<file path="src/rtl/soft_rst_wdg_if.sv">
// Register bus between the core and the watchdog / soft-reset requester.
// master: core side driving strobes, address and write data.
// slave : watchdog side returning registered read data.
interface soft_rst_wdg_if;
  logic        we_i;
  logic        re_i;
  logic [4:0]  addr_i;
  logic [31:0] wdata_i;
  logic [31:0] rdata_o;

  modport master (
    output we_i,
    output re_i,
    output addr_i,
    output wdata_i,
    input  rdata_o
  );

  modport slave (
    input  we_i,
    input  re_i,
    input  addr_i,
    input  wdata_i,
    output rdata_o
  );
endinterface

</file>
<file path="src/rtl/soft_rst_wdg.sv">
// soft_rst_wdg: watchdog timer plus keyed software-reset requester.
// It is the only source of soft_rst_en into the system reset controller and
// it sits inside the reset domain it drives, so rst_n clears it completely.
// Optional feature macro: WDG_PRE_IRQ_EN adds the WARN register and irq_o.
// Register map (word index addr_i[4:2]):
//   0 CTRL [0]=EN [1]=LOCK, 1 LOAD, 2 KICK (wo), 3 COUNT (ro), 4 WARN.
module soft_rst_wdg #(
  parameter int          TICK_DIV = 16,
  parameter logic [31:0] KICK_KEY = 32'h5A5AA5A5,
  parameter logic [31:0] RST_KEY  = 32'hDEADBEEF
) (
  input  logic              clk,
  input  logic              rst_n,
  soft_rst_wdg_if.slave     bus,
  output logic              soft_rst_en
`ifdef WDG_PRE_IRQ_EN
  ,
  output logic              irq_o
`endif
);

  // Prescaler needs at least one bit even when every cycle is a tick.
  localparam int PW = (TICK_DIV > 1) ? $clog2(TICK_DIV) : 1;
  localparam logic [PW-1:0] PRESC_LAST = PW'(TICK_DIV - 1);
  localparam logic [PW-1:0] PRESC_ZERO = {PW{1'b0}};
  localparam logic [PW-1:0] PRESC_ONE  = PW'(1);

  localparam logic [2:0] IDX_CTRL  = 3'd0;
  localparam logic [2:0] IDX_LOAD  = 3'd1;
  localparam logic [2:0] IDX_KICK  = 3'd2;
  localparam logic [2:0] IDX_COUNT = 3'd3;
  localparam logic [2:0] IDX_WARN  = 3'd4;

  typedef enum logic [1:0] {
    ST_IDLE = 2'd0,
    ST_RUN  = 2'd1,
    ST_FIRE = 2'd2
  } state_t;

  state_t        state_r, state_n;
  logic          en_r, en_n;
  logic          lock_r, lock_n;
  logic [31:0]   load_r, load_n;
  logic [31:0]   count_r, count_n;
  logic [PW-1:0] presc_r, presc_n;
  logic [31:0]   rdata_r;
  logic          soft_rst_en_r;
`ifdef WDG_PRE_IRQ_EN
  logic [31:0]   warn_r, warn_n;
  logic          irq_r;
`endif

  logic [2:0]    addr_idx_s;
  logic          live_s;
  logic          kick_rst_s;
  logic          kick_reload_s;
  logic          ctrl_wr_ok_s;
  logic          load_wr_s;
  logic          tick_s;
  logic [31:0]   rd_val_s;
  logic          unused_s;

  // Byte offsets are word aligned; the two low address bits carry nothing.
  assign unused_s = ^bus.addr_i[1:0];

  assign addr_idx_s    = bus.addr_i[4:2];
  // Once firing, every register write is ignored until rst_n.
  assign live_s        = (state_r != ST_FIRE);
  assign kick_rst_s    = live_s && bus.we_i && (addr_idx_s == IDX_KICK) && (bus.wdata_i == RST_KEY);
  assign kick_reload_s = live_s && bus.we_i && (addr_idx_s == IDX_KICK) && (bus.wdata_i == KICK_KEY);
  assign ctrl_wr_ok_s  = live_s && bus.we_i && (addr_idx_s == IDX_CTRL) && !lock_r;
  assign load_wr_s     = live_s && bus.we_i && (addr_idx_s == IDX_LOAD);
  assign tick_s        = (presc_r == PRESC_LAST);

  // Read mux: value presented at the edge where re_i is sampled (pre-write).
  always_comb begin
    rd_val_s = 32'h0000_0000;
    case (addr_idx_s)
      IDX_CTRL:  rd_val_s = {30'h0000_0000, lock_r, en_r};
      IDX_LOAD:  rd_val_s = load_r;
      IDX_KICK:  rd_val_s = 32'h0000_0000;
      IDX_COUNT: rd_val_s = count_r;
`ifdef WDG_PRE_IRQ_EN
      IDX_WARN:  rd_val_s = warn_r;
`else
      IDX_WARN:  rd_val_s = 32'h0000_0000;
`endif
      default:   rd_val_s = 32'h0000_0000;
    endcase
  end

  // Next-state and register-update logic; RST_KEY beats KICK_KEY beats the tick.
  always_comb begin
    state_n = state_r;
    en_n    = en_r;
    lock_n  = lock_r;
    load_n  = load_r;
    count_n = count_r;
    presc_n = presc_r;
`ifdef WDG_PRE_IRQ_EN
    warn_n  = warn_r;
`endif
    case (state_r)
      ST_IDLE: begin
        if (kick_rst_s) begin
          state_n = ST_FIRE;
        end else if (kick_reload_s) begin
          count_n = load_r;
          presc_n = PRESC_ZERO;
        end else if (ctrl_wr_ok_s) begin
          lock_n = bus.wdata_i[1];
          if (bus.wdata_i[0]) begin
            en_n    = 1'b1;
            count_n = load_r;
            presc_n = PRESC_ZERO;
            state_n = ST_RUN;
          end else begin
            en_n = 1'b0;
          end
        end else begin
          state_n = ST_IDLE;
        end
      end
      ST_RUN: begin
        if (kick_rst_s) begin
          state_n = ST_FIRE;
        end else if (kick_reload_s) begin
          count_n = load_r;
          presc_n = PRESC_ZERO;
        end else if (ctrl_wr_ok_s && !bus.wdata_i[0]) begin
          // Disabling freezes the counter where it is.
          en_n    = 1'b0;
          lock_n  = bus.wdata_i[1];
          state_n = ST_IDLE;
        end else begin
          if (ctrl_wr_ok_s) begin
            lock_n = bus.wdata_i[1];
          end else begin
            lock_n = lock_r;
          end
          if (tick_s) begin
            presc_n = PRESC_ZERO;
            if (count_r == 32'h0000_0000) begin
              state_n = ST_FIRE;
            end else begin
              count_n = count_r - 32'h0000_0001;
            end
          end else begin
            presc_n = presc_r + PRESC_ONE;
          end
        end
      end
      ST_FIRE: begin
        state_n = ST_FIRE;
      end
      default: begin
        // An illegal encoding is treated as a timeout: request the reset.
        state_n = ST_FIRE;
      end
    endcase

    if (load_wr_s) begin
      load_n = bus.wdata_i;
    end else begin
      load_n = load_r;
    end
`ifdef WDG_PRE_IRQ_EN
    if (live_s && bus.we_i && (addr_idx_s == IDX_WARN)) begin
      warn_n = bus.wdata_i;
    end else begin
      warn_n = warn_r;
    end
`endif
  end

  // State, register file and registered outputs; rst_n returns all to zero.
  always_ff @(posedge clk) begin
    if (!rst_n) begin
      state_r       <= ST_IDLE;
      en_r          <= 1'b0;
      lock_r        <= 1'b0;
      load_r        <= 32'h0000_0000;
      count_r       <= 32'h0000_0000;
      presc_r       <= PRESC_ZERO;
      rdata_r       <= 32'h0000_0000;
      soft_rst_en_r <= 1'b0;
`ifdef WDG_PRE_IRQ_EN
      warn_r        <= 32'h0000_0000;
      irq_r         <= 1'b0;
`endif
    end else begin
      state_r       <= state_n;
      en_r          <= en_n;
      lock_r        <= lock_n;
      load_r        <= load_n;
      count_r       <= count_n;
      presc_r       <= presc_n;
      rdata_r       <= bus.re_i ? rd_val_s : rdata_r;
      // Asserted the cycle after FIRE is entered and held until rst_n.
      soft_rst_en_r <= (state_r == ST_FIRE);
`ifdef WDG_PRE_IRQ_EN
      // Looks at the post-edge counter so a reload drops the warning at once.
      irq_r         <= (state_n == ST_RUN) && (count_n <= warn_n);
      warn_r        <= warn_n;
`endif
    end
  end

  assign bus.rdata_o = rdata_r;
  assign soft_rst_en = soft_rst_en_r;
`ifdef WDG_PRE_IRQ_EN
  assign irq_o       = irq_r;
`endif

endmodule

</file>
<file path="src/flat_wrapper.sv">
// flat-port wrapper written by rule: the top's interface ports become plain ports
module soft_rst_wdg_flat 
#(
  parameter int          TICK_DIV = 16,
  parameter logic [31:0] KICK_KEY = 32'h5A5AA5A5,
  parameter logic [31:0] RST_KEY  = 32'hDEADBEEF
)
  (clk, rst_n, soft_rst_en, bus_we_i, bus_re_i, bus_addr_i, bus_wdata_i, bus_rdata_o);
  soft_rst_wdg_if bus_i ();
  input  logic clk;
  input  logic rst_n;
  output logic soft_rst_en;
  input wire logic [$bits(bus_i.we_i)-1:0] bus_we_i;
  input wire logic [$bits(bus_i.re_i)-1:0] bus_re_i;
  input wire logic [$bits(bus_i.addr_i)-1:0] bus_addr_i;
  input wire logic [$bits(bus_i.wdata_i)-1:0] bus_wdata_i;
  output wire logic [$bits(bus_i.rdata_o)-1:0] bus_rdata_o;
  assign bus_i.we_i = bus_we_i;
  assign bus_i.re_i = bus_re_i;
  assign bus_i.addr_i = bus_addr_i;
  assign bus_i.wdata_i = bus_wdata_i;
  assign bus_rdata_o = bus_i.rdata_o;
  soft_rst_wdg #(.TICK_DIV(TICK_DIV), .KICK_KEY(KICK_KEY), .RST_KEY(RST_KEY)) u_core (.clk(clk), .rst_n(rst_n), .bus(bus_i), .soft_rst_en(soft_rst_en));
endmodule
</file>
<file path="config.mk">
export PLATFORM = sky130hd
export DESIGN_NAME = soft_rst_wdg_flat
export DESIGN_NICKNAME = d
export VERILOG_FILES = /design/src/rtl/soft_rst_wdg_if.sv /design/src/rtl/soft_rst_wdg.sv /design/src/flat_wrapper.sv
export SDC_FILE = /design/constraint.sdc
export NUM_CORES = 1
export LEC_CHECK = 0
export ABC_AREA = 1
export CAP_MARGIN = 30
export CORE_UTILIZATION = 61
export DETAILED_ROUTE_END_ITERATION = 10
export GPL_TIMING_DRIVEN = 0
export PLACE_DENSITY = 0.95
export SLEW_MARGIN = 0
export SYNTH_ARGS = -nofsm -noshare
export SYNTH_HDL_FRONTEND = slang
export SYNTH_SLANG_ARGS = --single-unit
</file>
<file path="constraint.sdc">
create_clock -name clk -period 4.09 [get_ports clk]
set_input_delay 1.227 -clock clk [delete_from_list [all_inputs] [get_ports clk]]
set_output_delay 1.227 -clock clk [all_outputs]
set_load 0.005 [all_outputs]
</file>
==> impl_metrics.toml <==
[sta]
finalSetupViolCount = 0
drv_slew = 0
worst_slew_pin_slew_ps = 779
hold_viol_final = 0
finalCriticalPeriod_ps = 3400
fmax_mhz = 295
rsz0062_at_grt = "false"
finalSetupTns_ps = 0
skew_ps = 16.8
max_slew_margin_pct = 47.9
fin_ws_ps = 695
whs_ps = 467
min_period_over_period_pct = 83.0

[finish]
antenna_cells = 0
drive_gt1_share_pct = 4.01
fin_nets = 1161
syn2layout_area_growth_pct = 16.4

[synth]
synthCells = 1037
ys_warn_count = 0
ys_async_sr_fraction_pct = 0
ys_seq_area_share_pct = 33.9
ys_ff_latch = 105
synthesis.area_sq_um = 6200
synth_fp_nets = 1080
synth_edf_count = 0
ys.flop_type = "dfxtp_1"
synth_top_area_share_pct = 33.9
synth_area_leaders = "dfxtp_1 34%, nand2_1 19%, nor2_1 12%"
yosysTopAreaCell = "dfxtp_1"
synth.distinct_cells = 35
avgSynthCellArea_sq_um = 5.97
yosysMostFrequentCell = "nand2_1"
ys_top_cells_by_count = "315 x nand2_1, 190 x nor2_1, 105 x dfxtp_1, 105 x inv_1, 74 x a21oi_1"

[pwr]
leakage_nw = 3.03
power.density_nw_per_um2 = 327
total_power_mw = 2.36
vdd_drop_max_v = 0.000205

[clocking]
clk_latency_ps = 390
post_cts_buffers = 0
htreeDepth = 3
ctsHoldBuffers = 0
clockBufferDepth = 2
clkSinkCount = 105
cts_tree = "done"
post_cts_resized = 0
path_clk_slew_ps = 90
cts_buffers = 9
clock-root-buffer = "clkbuf_8"

[worst_hold_path]
worstHoldStart = "u_core.bus.rdata_o[21]"
hp-class = "flip-flop to flip-flop"
hold_end = "u_core.bus.rdata_o[21]"
min_path_cells = 2

[setup_path]
slowest_stage = "clkdlybuf4s50_1"
reg2reg_from = "u_core.count_r[0]"
rrSetupSlack_ps = 1690
crit_required_ps = 4390
crit_path_cell_trace = "clkdlybuf4s50_1 -> inv_1 -> nand2_1 -> nor2_1 -> nand2_1 -> nor2_1 -> nand3_1 -> nand2_1 -> nor2_1 -> nor2_1 -> buf_2 -> nand3_1 -> nand2_1 -> nor2_1"
path_max_fanout = 10
cp_slowest_stage_delay_ps = 550
start_kind = "input pin"
r2r_end = "u_core.count_r[30]"
reg2reg_depth = 12
arrival_ps = 3690
crit_type = "input pin to flip-flop"
cp.buffers_inverters = 3
critPathMostFrequentCell = "nor2_1"
cpLargestDelayFamily = "simple AND/OR/NAND/NOR gates"
crit_path_end_kind = "flip-flop"

[outcome]
outcome = "finished, final reports clean"

[floorplan]
die_x_um = 103
start_util_pct = 63.1
dieArea_sq_um = 10600
core-area_sq_um = 9820
rows = 36
io_pins = 74
die_y_um = 103

[placed_design]
gp_routability_congestion = 1.06
place.port_buffers = 69
place_ws_ps = 395
hpwl_um = 15200

[grt]
grt_antenna_before_repair = 0
grt_pass1_vias = 6447
grt_pass1_wl_um = 31000
grtUsageTotal_pct = 39.1
grt_max_degree = 16
grt_remaining_overflow = 0

[drt]
viasPerCell = 5.67
wl_um = 19800
drcViolationCount = 0
ant_nets = 0
first_pass_iters = 7
wire_per_inst_um = 15.8
vias = 7113
drt_iter0_drc = 702

[job]
max_cap_violations = 0
[through the flow]
| stage | area, sq um | instances | utilization [%] |
|---|---|---|---|
| after global placement | 7050 | 1239 | 71.8 |
| after global routing | 7210 | 1255 | 73.5 |
| after detailed placement | 7060 | 1240 | 71.9 |
| after floorplan | 6200 | 1037 | - |
| after CTS | 7210 | 1255 | 73.5 |
| final | 7210 | 1255 | 73.5 |
[tightest hold or removal path, stage by stage (launching register included)]
cell     delay (ps)
dfxtp_1         320
nand2_1          60
a21oi_1          50
[kinds of logic (layout without fill, tap and decap cells)]
logic type      after synthesis  count (layout)  synth area share [%]
compound gates              151             151                  13.0
fa+ha+maj                     2               2                 0.404
simple gates                610             610                  40.4
buf+inv                     151             236                  9.69
xor+xnor                     18              18                  2.54
flops                       105             105                  33.9
[where the power goes]
group          internal [mW]  leakage [nW]  total, mW  switching, mW
clock                  0.218        0.0802      0.567          0.348
combinational          0.233          2.10      0.699          0.466
sequential              1.06         0.851       1.09         0.0343
[how the worst max path moves through the flow]
| stage | from | to | slack [ps] | cells after the start |
|---|---|---|---|---|
| after floorplan | bus_wdata_i[0] | u_core.count_r[17] | 1480 | 13 |
| after global placement | bus_addr_i[3] | u_core.bus.rdata_o[6] | 30 | 8 |
| after detailed placement | bus_addr_i[3] | u_core.load_r[2] | 390 | 8 |
| after CTS | bus_addr_i[3] | u_core.load_r[2] | 790 | 8 |
| after global routing | bus_addr_i[3] | u_core.load_r[2] | 580 | 8 |
| final | bus_wdata_i[1] | u_core.count_r[1] | 690 | 14 |
[layer usage]
| metal | vias to the layer above | global-route usage (%) | part of all wire [%] |
|---|---|---|---|
| met1 | 3148 | 48.0 | 38 |
| met2 | 426 | 61.8 | 44 |
| li1 | 3446 | - | - |
| met5 | - | 0 | 0 |
| met4 | 0 | 23.8 | 6.0 |
| met3 | 93 | 9.76 | 12 |
[placed cells by master, fill, tap and decap left out, types with 2 or more instances in the layout]
cell type        instances
a21oi_1                 74
buf_6                    2
buf_2                   11
nand3_2                  3
clkdlybuf4s50_1         69
clkinv_2                 2
o21ai_0                 50
nand3b_1                 2
a22oi_1                  2
xor2_1                  17
ha_1                     2
buf_1                    2
clkbuf_8                 9
nor2_1                 190
inv_2                    3
nor2_2                   5
inv_1                  105
clkbuf_1                29
dfxtp_1                105
nand4_1                 22
buf_4                    2
nand3_1                 61
nand2_1                315
o22ai_1                 20
nor3_1                   5
nor2_4                   2
[state kept, by name, summed over array words and instances, names as in the netlist]
name	count
u_core.bus.rdata_o	32
u_core.count_r	32
u_core.load_r	32
u_core.presc_r	4
u_core.state_r	2
u_core.en_r	1
u_core.lock_r	1
u_core.soft_rst_en	1
[layout make-up]
| type | instances | area [sq um] |
|---|---|---|
| Clock buffer | 12 | 135 |
| Timing Repair Buffer | 70 | 698 |
| Sequential cell | 105 | 2100 |
| Buffer | 43 | 195 |
| Multi-Input combinational cell | 781 | 3490 |
| Fill cell | 883 | 2610 |
| Tap cell | 133 | 166 |
| Clock inverter | 3 | 18.8 |
| Inverter | 108 | 405 |
Note: power is estimated with default switching activity, not from simulation.
